`src/rtl/seven_seg_decoder.sv`:
```
// Receive-side 7-segment decoder: synchronises a..g/dp pins, filters glitches and recovers the hex digit.
// Optional saturating error counter is built when SEG_DECODE_ERRCNT_EN is defined.
module seven_seg_decoder #(
  parameter int unsigned STABLE_CYCLES  = 16,
  parameter int unsigned CNT_W          = 16,
  parameter bit          SEG_ACTIVE_LOW = 1'b0
) (
  input  logic       CLK,
  input  logic       RST_N,
  input  logic [6:0] seg_in,
  input  logic       dp_in,
  output logic [3:0] hex_out,
  output logic       dp_out,
  output logic       hex_valid,
  output logic       seg_err,
  output logic       blank,
  output logic [7:0] err_count
);

  typedef enum logic [1:0] {
    IDLE   = 2'd0,
    TRACK  = 2'd1,
    EVAL   = 2'd2,
    LOCKED = 2'd3
  } state_t;

  localparam logic [CNT_W-1:0] CNT_MAX = CNT_W'(STABLE_CYCLES - 1);

  // Returns {known, digit} for a {g..a} segment pattern.
  function automatic logic [4:0] glyph_decode(input logic [6:0] seg);
    logic [4:0] res;
    case (seg)
      7'h3F:   res = {1'b1, 4'h0};
      7'h06:   res = {1'b1, 4'h1};
      7'h5B:   res = {1'b1, 4'h2};
      7'h4F:   res = {1'b1, 4'h3};
      7'h66:   res = {1'b1, 4'h4};
      7'h6D:   res = {1'b1, 4'h5};
      7'h7D:   res = {1'b1, 4'h6};
      7'h07:   res = {1'b1, 4'h7};
      7'h7F:   res = {1'b1, 4'h8};
      7'h6F:   res = {1'b1, 4'h9};
      7'h77:   res = {1'b1, 4'hA};
      7'h7C:   res = {1'b1, 4'hB};
      7'h39:   res = {1'b1, 4'hC};
      7'h5E:   res = {1'b1, 4'hD};
      7'h79:   res = {1'b1, 4'hE};
      7'h71:   res = {1'b1, 4'hF};
      default: res = {1'b0, 4'h0};
    endcase
    return res;
  endfunction

  logic [7:0]       sync1_r, sync2_r, p_prev_r, acc_pat_r;
  logic [CNT_W-1:0] cnt_r;
  logic             acc_vld_r;
  state_t           state_r, state_nxt_s;
  logic [7:0]       p_s;
  logic             changed_s, eval_s, new_pat_s, hit_s, blank_hit_s, err_hit_s;
  logic [4:0]       decode_s;
  logic [3:0]       hex_out_r;
  logic             dp_out_r, hex_valid_r, seg_err_r, blank_r;

  assign p_s       = SEG_ACTIVE_LOW ? ~sync2_r : sync2_r;
  assign changed_s = (p_s != p_prev_r);

  // Pin synchroniser, previous-sample register and stability counter.
  always_ff @(posedge CLK) begin
    if (!RST_N) begin
      sync1_r  <= 8'h00;
      sync2_r  <= 8'h00;
      p_prev_r <= 8'h00;
      cnt_r    <= {CNT_W{1'b0}};
    end else begin
      sync1_r  <= {dp_in, seg_in};
      sync2_r  <= sync1_r;
      p_prev_r <= p_s;
      // The first sample after reset starts a fresh run, like a pattern change.
      if (state_r == IDLE || changed_s) begin
        cnt_r <= {CNT_W{1'b0}};
      end else if (cnt_r != CNT_MAX) begin
        cnt_r <= cnt_r + CNT_W'(1);
      end else begin
        cnt_r <= cnt_r;
      end
    end
  end

  // FSM state register.
  always_ff @(posedge CLK) begin
    if (!RST_N) begin
      state_r <= IDLE;
    end else begin
      state_r <= state_nxt_s;
    end
  end

  // Next state; eval_s marks the edge entering EVAL so the registered results appear during EVAL.
  always_comb begin
    state_nxt_s = state_r;
    eval_s      = 1'b0;
    case (state_r)
      IDLE: state_nxt_s = TRACK;
      TRACK: begin
        if (changed_s) begin
          state_nxt_s = TRACK;
        end else if (cnt_r == CNT_MAX) begin
          state_nxt_s = EVAL;
          eval_s      = 1'b1;
        end else begin
          state_nxt_s = TRACK;
        end
      end
      EVAL: begin
        if (changed_s) begin
          state_nxt_s = TRACK;
        end else begin
          state_nxt_s = LOCKED;
        end
      end
      LOCKED: begin
        if (changed_s) begin
          state_nxt_s = TRACK;
        end else begin
          state_nxt_s = LOCKED;
        end
      end
      default: state_nxt_s = IDLE;
    endcase
  end

  // Classify a newly stable pattern.
  always_comb begin
    decode_s    = glyph_decode(p_s[6:0]);
    new_pat_s   = eval_s && (!acc_vld_r || (p_s != acc_pat_r));
    hit_s       = new_pat_s && decode_s[4];
    blank_hit_s = new_pat_s && (p_s[6:0] == 7'h00);
    err_hit_s   = new_pat_s && !decode_s[4] && (p_s[6:0] != 7'h00);
  end

  // Accepted-pattern memory and registered outputs.
  always_ff @(posedge CLK) begin
    if (!RST_N) begin
      acc_pat_r   <= 8'h00;
      acc_vld_r   <= 1'b0;
      hex_out_r   <= 4'h0;
      dp_out_r    <= 1'b0;
      hex_valid_r <= 1'b0;
      seg_err_r   <= 1'b0;
      blank_r     <= 1'b0;
    end else begin
      hex_valid_r <= hit_s;
      seg_err_r   <= err_hit_s;
      if (new_pat_s) begin
        acc_pat_r <= p_s;
        acc_vld_r <= 1'b1;
      end else begin
        acc_pat_r <= acc_pat_r;
        acc_vld_r <= acc_vld_r;
      end
      if (hit_s) begin
        hex_out_r <= decode_s[3:0];
        dp_out_r  <= p_s[7];
        blank_r   <= 1'b0;
      end else if (blank_hit_s) begin
        dp_out_r  <= p_s[7];
        blank_r   <= 1'b1;
      end else begin
        hex_out_r <= hex_out_r;
        dp_out_r  <= dp_out_r;
        blank_r   <= blank_r;
      end
    end
  end

  assign hex_out   = hex_out_r;
  assign dp_out    = dp_out_r;
  assign hex_valid = hex_valid_r;
  assign seg_err   = seg_err_r;
  assign blank     = blank_r;

`ifdef SEG_DECODE_ERRCNT_EN
  logic [7:0] err_count_r;

  // Saturating count of unknown-glyph events, cleared only by reset.
  always_ff @(posedge CLK) begin
    if (!RST_N) begin
      err_count_r <= 8'h00;
    end else if (err_hit_s && (err_count_r != 8'hFF)) begin
      err_count_r <= err_count_r + 8'h01;
    end else begin
      err_count_r <= err_count_r;
    end
  end

  assign err_count = err_count_r;
`else
  assign err_count = 8'h00;
`endif

endmodule

```
`config.mk`:
```
export PLATFORM = sky130hd
export DESIGN_NAME = seven_seg_decoder
export DESIGN_NICKNAME = d
export VERILOG_FILES = /design/src/rtl/seven_seg_decoder.sv
export SDC_FILE = /design/constraint.sdc
export NUM_CORES = 1
export LEC_CHECK = 0
export ABC_AREA = 1
export CORE_MARGIN = 2
export CORE_UTILIZATION = 57
export CTS_CLUSTER_DIAMETER = 150
export CTS_CLUSTER_SIZE = 25
export DETAILED_ROUTE_END_ITERATION = 10
export PLACE_DENSITY = 0.88
export SYNTH_ARGS = -nofsm -noshare
export SYNTH_HDL_FRONTEND = slang
export SYNTH_SLANG_ARGS = --single-unit
```
`constraint.sdc`:
```
create_clock -name CLK -period 2 [get_ports CLK]
set_input_delay 0.4 -clock CLK [delete_from_list [all_inputs] [get_ports CLK]]
set_output_delay 0.4 -clock CLK [all_outputs]
set_load 0.01 [all_outputs]
```
==> results of run 1 <==
## area by class of cell
| type | instances | area share |
|---|---|---|
| well taps | 67 | 0.0252 |
| repair buffers | 23 | 0.0658 |
| flip-flops and latches | 59 | 0.357 |
| multi-input cells | 268 | 0.399 |
| clock inverters | 7 | 0.0305 |
| clock buffers | 9 | 0.0372 |
| inverters | 75 | 0.0854 |
## layer usage
metal | GRT usage | vias up | part of all wire
met2 | 0.394 | 80 | 0.50
met3 | 0.0807 | 11 | 0.065
met5 | 0 | - | 0
met4 | 0.0780 | 0 | 0.016
met1 | 0.242 | 1115 | 0.42
li1 | - | 1305 | -
## worst min-delay path: cells and delay by family, from the launching register on
kind,cells,cell delay (ns)
AND/OR/NAND/NOR,1,0.05
flip-flops,1,0.30
buffers and inverters,1,0.03
## logic make-up after synthesis
group	count (synthesis)
adders and majority gates	1
AOI/OAI and AO/OA	52
DFF	59
buffers and inverters	93
other	1
xor gates and xnor gates	3
and+or+nand+nor	204
## registers in the layout, indices dropped and copies added, names as in the netlist, 2 cells and up
name	count
p_s	8
p_prev_r	8
sync1_r	8
hex_out	4
acc_pat_r	8
state_r	2
cnt_r	16
## cells in the final DEF (no fill, tap or decap), types with 6 or more instances in the layout
cell / n
nand2_1: 112
inv_2: 10
nor2_2: 8
o21ai_0: 16
nand3_1: 18
dfxtp_2: 6
inv_1: 64
clkbuf_8: 9
a21oi_1: 23
nor2_1: 35
nand4_1: 6
dfxtp_1: 53
conb_1: 8
clkdlybuf4s50_1: 17
## worst min-delay path by stage
stage,cells after the start,startpoint,slack (ns),to
after floorplan,2,sync1_r[0],0.39,p_s[0]
after global placement,2,sync1_r[4],0.39,p_s[4]
after detailed placement,2,sync1_r[1],0.40,p_s[1]
after CTS,2,sync1_r[2],0.42,p_s[2]
after global routing,2,sync1_r[5],0.43,p_s[5]
final,2,sync1_r[2],0.41,p_s[2]
## where the power goes
group	internal, mW	switching [mW]	leakage, nW
sequential	1.20	0.0200	0.482
clock	0.708	0.500	0.106
combinational	0.0545	0.0911	1.03
total	1.96	0.611	1.61
## repair_timing
action | CTS | global route
resized for setup | 0 | 8
buffers inserted | 0 | 1
setup endpoints to repair | 0 | 10
==> run metrics, run 1 <==
DRT iter0 DRCs 112; synth cell count leaders 112 x nand2_1, 64 x inv_1, 59 x dfxtp_1, 35 x nor2_1, 23 x a21oi_1; setup violators final 0; share of layout cells above drive strength 1 0.159; final period utilization 0.908; Pwr Total around 2.6 mW; design area approximately 0.0033 mm2; Hold WC Path Type reg2reg; critical path cell sequence ha_2, nand3_1, nor2_4, nand3_4, nor2_4, nand2_2, nor2_4, nand2_4, a21oi_1, nor2_1; First-pass DRT Iterations 5; R2R setup slack 0.18 ns; endpoint class of the critical path flop; Final Hold Violating Endpoints 0; Skew-Pair Late Insertion Delay 0.34 ns; fin worst setup slack 0.184 ns; Wirelength per Cell about 11 um; n_diodes 0; detailed-route wire length 5730 um; Final ANT Viol Nets 0; RSZ-0062 raised after global routing false; max-cap viol count 0; nets around 450; area of the multi-input gates 0.00133 mm2; syn avg cell area approximately 7.0 um2; Hold WS 0.409 ns; H-Tree Depth 3; Worst Path Buf+Inv 0; Leak 1.61 nW; initial antenna violation count 0; CTS Sinks 59; fmax 0.551 GHz; Data required, critical path approximately 2.2 ns; vias after detailed routing 2511; GP Congestion 1.04; worst setup path start cnt_r[1]; top cells by area, synth dfxtp_1 41%, nand2_1 15%, inv_1 8.3%; first-pass GRT wire length between 9000 and 10000 um; Syn. warnings 0; die area around 0.0057 mm2; DPL Wire Length around 4000 um; GRT Total Usage 0.221; cells on worst reg2reg path 10; Seq/Total Area, Yosys 0.408; delay-heaviest family, CP simple AND/OR/NAND/NOR gates; worst r2r src cnt_r[1]; most frequent cell after synthesis nand2_1; cts hold-fix bufs 0; post-place setup slack around 0.17 ns; PD cells 773 mW/mm2; maximum number of pins on one net before global-route repair 38; vias in the first global route 2266; I/O pin count 26; Worst EP arrival 2.05 ns; Non-Filler Instances 508; area leader, netlist dfxtp_1; vias per inst 4.94; Yosys reg bits 59; xor and xnor area share after synthesis 0.00907; Worst path slowest cell dfxtp_1; Area Growth Syn to Fin 14.8%; setup TNS 0 ns; CTS root buf clkbuf_8; CTS max path bufs 2; crit path capture dp_out; Yosys cell types 34; fin util 0.691; Residual DRC 0; simple-gate share of the synthesized area 0.333; I/O Buffers 17; die width between 70 and 80 um; final critical-path required period around 1.8 ns; cell count after synthesis between 400 and 500; Synth top area share 0.408; Post-synth top flop dfxtp_1; Initial Utilization 0.602; Slowest Stage Delay on Critical Path 0.36 ns; most used cell, CP nor2_4; Rows 25; largest family of logic cells by synthesized area simple AND/OR/NAND/NOR gates; Post-Synth Adder-Cell Area 0.00432; FF+latch area 0.00119 mm2; critical path peak fanout 8; Chip Height 75.3 um; Clock Skew 0.00824 ns; Core ar. between 0.004 and 0.005 mm2; synthesized area 0.00290 mm2; GRT Residual Overflow 0; Worst-path clk slew 0.07 ns; Fillers 392; Post-Place Cells 491; post-synthesis mux area share 0; r2r endpoint dp_out; critical path type reg2reg; Levels on crit path 10; EDFF count, synth 0; max-slew violations 0; Async S/R FF share, synth 0; clock buffer count from CTS 9; Max rail drop VDD 0.695 mV; outcome completed; Placed Instance Area 0.00308 mm2; Startpoint Class flop; post-synthesis compound-gate area fraction 0.0997; TritonCTS clock tree yes
Power figures use the tool's default switching activity.
==> run 2, diff against run 1 <==
--- a/config.mk
+++ b/config.mk
@@ -6,12 +6,14 @@
 export NUM_CORES = 1
 export LEC_CHECK = 0
 export ABC_AREA = 1
+export ABC_CLOCK_PERIOD_IN_PS = 2000
 export CORE_MARGIN = 2
 export CORE_UTILIZATION = 57
 export CTS_CLUSTER_DIAMETER = 150
 export CTS_CLUSTER_SIZE = 25
 export DETAILED_ROUTE_END_ITERATION = 10
-export PLACE_DENSITY = 0.88
+export GPL_ROUTABILITY_DRIVEN = 0
+export PLACE_DENSITY = 0.86
 export SYNTH_ARGS = -nofsm -noshare
 export SYNTH_HDL_FRONTEND = slang
 export SYNTH_SLANG_ARGS = --single-unit
==> run 2 against run 1 <==
Final cell count increased by 0.39%. Register-to-register slack got worse by 0.08 ns. Power increased by 3.8%. Worst hold slack improved by 0.0043 ns. Die area unchanged. Setup slack got worse by 0.077 ns. Clock-buffer cell count increased by 1. Routed wire length increased by 6.5%. Core utilization increased by 0.83 points. Global-route usage increased by 0.68 points. Highest routed layer unchanged. Critical path depth increased by 1. First-iteration DRC count increased by 4.5%.
==> run metrics, run 2 (synthesis gave the netlist of run 1 again) <==
outcome completed; Worst path slowest cell dfxtp_2; setup violators final 0 (unchanged); Data required, critical path 2.28 ns (+0.05 ns); max-slew violations 0 (unchanged); clock buffer count from CTS 9 (unchanged); Core ar. 0.00482 mm2 (unchanged); initial antenna violation count 0 (unchanged); Most Used Layer, Global Route met2; area of the multi-input gates 0.00134 mm2 (+1.1%); PD cells 793 mW/mm2 (+2.6%); I/O Buffers 17 (unchanged); Fillers 403 (+2.8%); n_diodes 0 (unchanged); Final Hold Violating Endpoints 0 (unchanged); Clock Power Share 0.488 (+0.018); commonest non-fill, non-tap cells in the layout 112 x nand2_1, 64 x inv_1, 53 x dfxtp_1; CTS Sinks 59 (unchanged); vias per inst 5.11 (+3.5%); H-Tree Depth 3 (unchanged); Slowest Stage Delay on Critical Path 0.37 ns (about the same); I/O pin count 26 (unchanged); die width 75.3 um (unchanged); fin worst setup slack 0.106 ns (-0.0774 ns); nets 450 (+0.67%); endpoint class of the critical path flop; GRT Total Usage 0.228 (+0.00682); switching power share of the total 0.224 (-0.0134); combinational power share 0.055 (-0.002); post-place setup slack 0.0623 ns (-0.109 ns); fmax 0.528 GHz (-4.1%); GRT Residual Overflow 0 (unchanged); most used cell, CP nor2_4; critical path type reg2reg; Clock Skew 0.00853 ns (+0.000292 ns); TritonCTS clock tree yes; detailed-route wire length 6100 um (+6.5%); final period utilization 0.947 (+0.0387); max-cap viol count 0 (unchanged); Sw Pwr 598 uW (-2.0%); met2 Usage GRT 0.388 (-0.00580); critical path peak fanout 8 (unchanged); met3 Use GR 0.0675 (-0.0132); GR Util met1 0.242 (about the same); CTS root buf clkbuf_8; design area 0.00337 mm2 (+1.2%); final critical-path required period 1.89 ns (+0.0774 ns); internal power 2.07 mW (+5.6%); Skew-Pair Late Insertion Delay 0.35 ns (about the same); die area 0.00567 mm2 (unchanged); first-pass GRT wire length 9590 um (+1.2%); critical path cell sequence ha_4, nand3_2, nor2_4, nand3_4, nor2_4, nand2_2, nor2_4, buf_6, buf_2, o21ai_0, a21oi_1; vias after detailed routing 2608 (+3.9%); Hold WC Path Type reg2reg; Wirelength per Cell 12.0 um (+6.1%); commonest non-fill, non-tap cell in the layout nand2_1; DRT iter0 DRCs 117 (+4.5%); Residual DRC 0 (unchanged); CTS max path bufs 2 (unchanged); Placed Instance Area 0.00307 mm2 (-0.24%); Area Growth Syn to Fin 16.2%; max reg flops 16 (unchanged); share of layout cells above drive strength 1 0.163 (+0.00380); register share of total power 0.457 (-0.016); Leak 1.64 nW (+1.3%); Startpoint Class flop; FF+latch area 0.00119 mm2 (unchanged); Worst-path clk slew 0.07 ns (about the same); Max rail drop VDD 0.569 mV (-18%); maximum number of pins on one net before global-route repair 38 (unchanged); First-pass DRT Iterations 6 (+1); Final ANT Viol Nets 0 (unchanged); Initial Utilization 0.602 (unchanged); cts hold-fix bufs 0 (unchanged); Rows 25 (unchanged); Worst EP arrival 2.18 ns (+0.13 ns); Chip Height 75.3 um (unchanged); Top reg by flops cnt_r; DPL Wire Length 4090 um (+2.1%); vias in the first global route 2368 (+4.5%)
==> run 2: cell types whose count changed in the layout (fill, tap and decap cells not counted) <==
cell,change
clkbuf_1,+1
clkinvlp_4,-1
nand3_2,+1
clkinv_2,+1
buf_2,+1
nand3_1,-1
ha_4,+1
bufinv_16,+1
ha_2,-1
inv_6,-1
clkinv_4,-2
buf_4,+2
==> run 2: power by group through the flow <==
stage	clock, mW	combinational [mW]	sequential (mW)
after floorplan	0	0.128	1.23
after global placement	0	0.140	1.24
after detailed placement	0	0.143	1.24
after CTS	1.32	0.145	1.22
after global routing	1.36	0.165	1.22
final	1.30	0.148	1.22
==> run 2: final timing paths <==
check	from	depth (start not counted)	to	slack [ns]
max	cnt_r[0]	11	acc_pat_r[5]	0.11
min	sync1_r[4]	2	p_s[4]	0.41
max reg2reg	cnt_r[0]	11	acc_pat_r[5]	0.11
min reg2reg	sync1_r[4]	2	p_s[4]	0.41
==> run 2: layout make-up <==
| class | instances | share of cell area |
|---|---|---|
| clock buffer | 10 | 0.0379 |
| clock inverter | 5 | 0.0305 |
| inverter | 75 | 0.0844 |
| multi-input combinational | 268 | 0.398 |
| sequential | 59 | 0.353 |
| tap | 67 | 0.0249 |
| timing repair buffer | 26 | 0.0710 |
==> run 2: stage by stage <==
stage / power (mW) / cells / util / hold WS, ns / TNS (ns)
global route: 2.75 / 510 / 0.699 / 0.423 / -0.0676
floorplan: 1.36 / 420 / - / 0.390 / 0
CTS: 2.68 / 505 / 0.686 / 0.419 / 0
global placement: 1.38 / 490 / 0.638 / 0.395 / 0
detailed placement: 1.39 / 490 / 0.638 / 0.403 / 0
finish: 2.67 / 510 / 0.699 / 0.414 / 0
==> run 2: layer usage <==
layer	wire length (um)	up-vias
met5	0	-
met4	250	0
met3	336	27
met2	3020	91
met1	2490	1176
li1	-	1314
==> run 2: critical path, delay by kind of cell, from the launching register on <==
kind | cells | cell delay (ns)
flip-flops | 1 | 0.37
AND/OR/NAND/NOR | 6 | 0.76
adder cells (fa/ha/maj) | 1 | 0.16
AO/OA/AOI/OAI | 2 | 0.21
buffers and inverters | 2 | 0.32
==> run 2: repair_timing <==
action                     4_1_cts  5_1_grt
hold endpoints to repair         0        0
setup endpoints to repair        0        9
gates resized for setup          0       10
setup buffers                    0        5
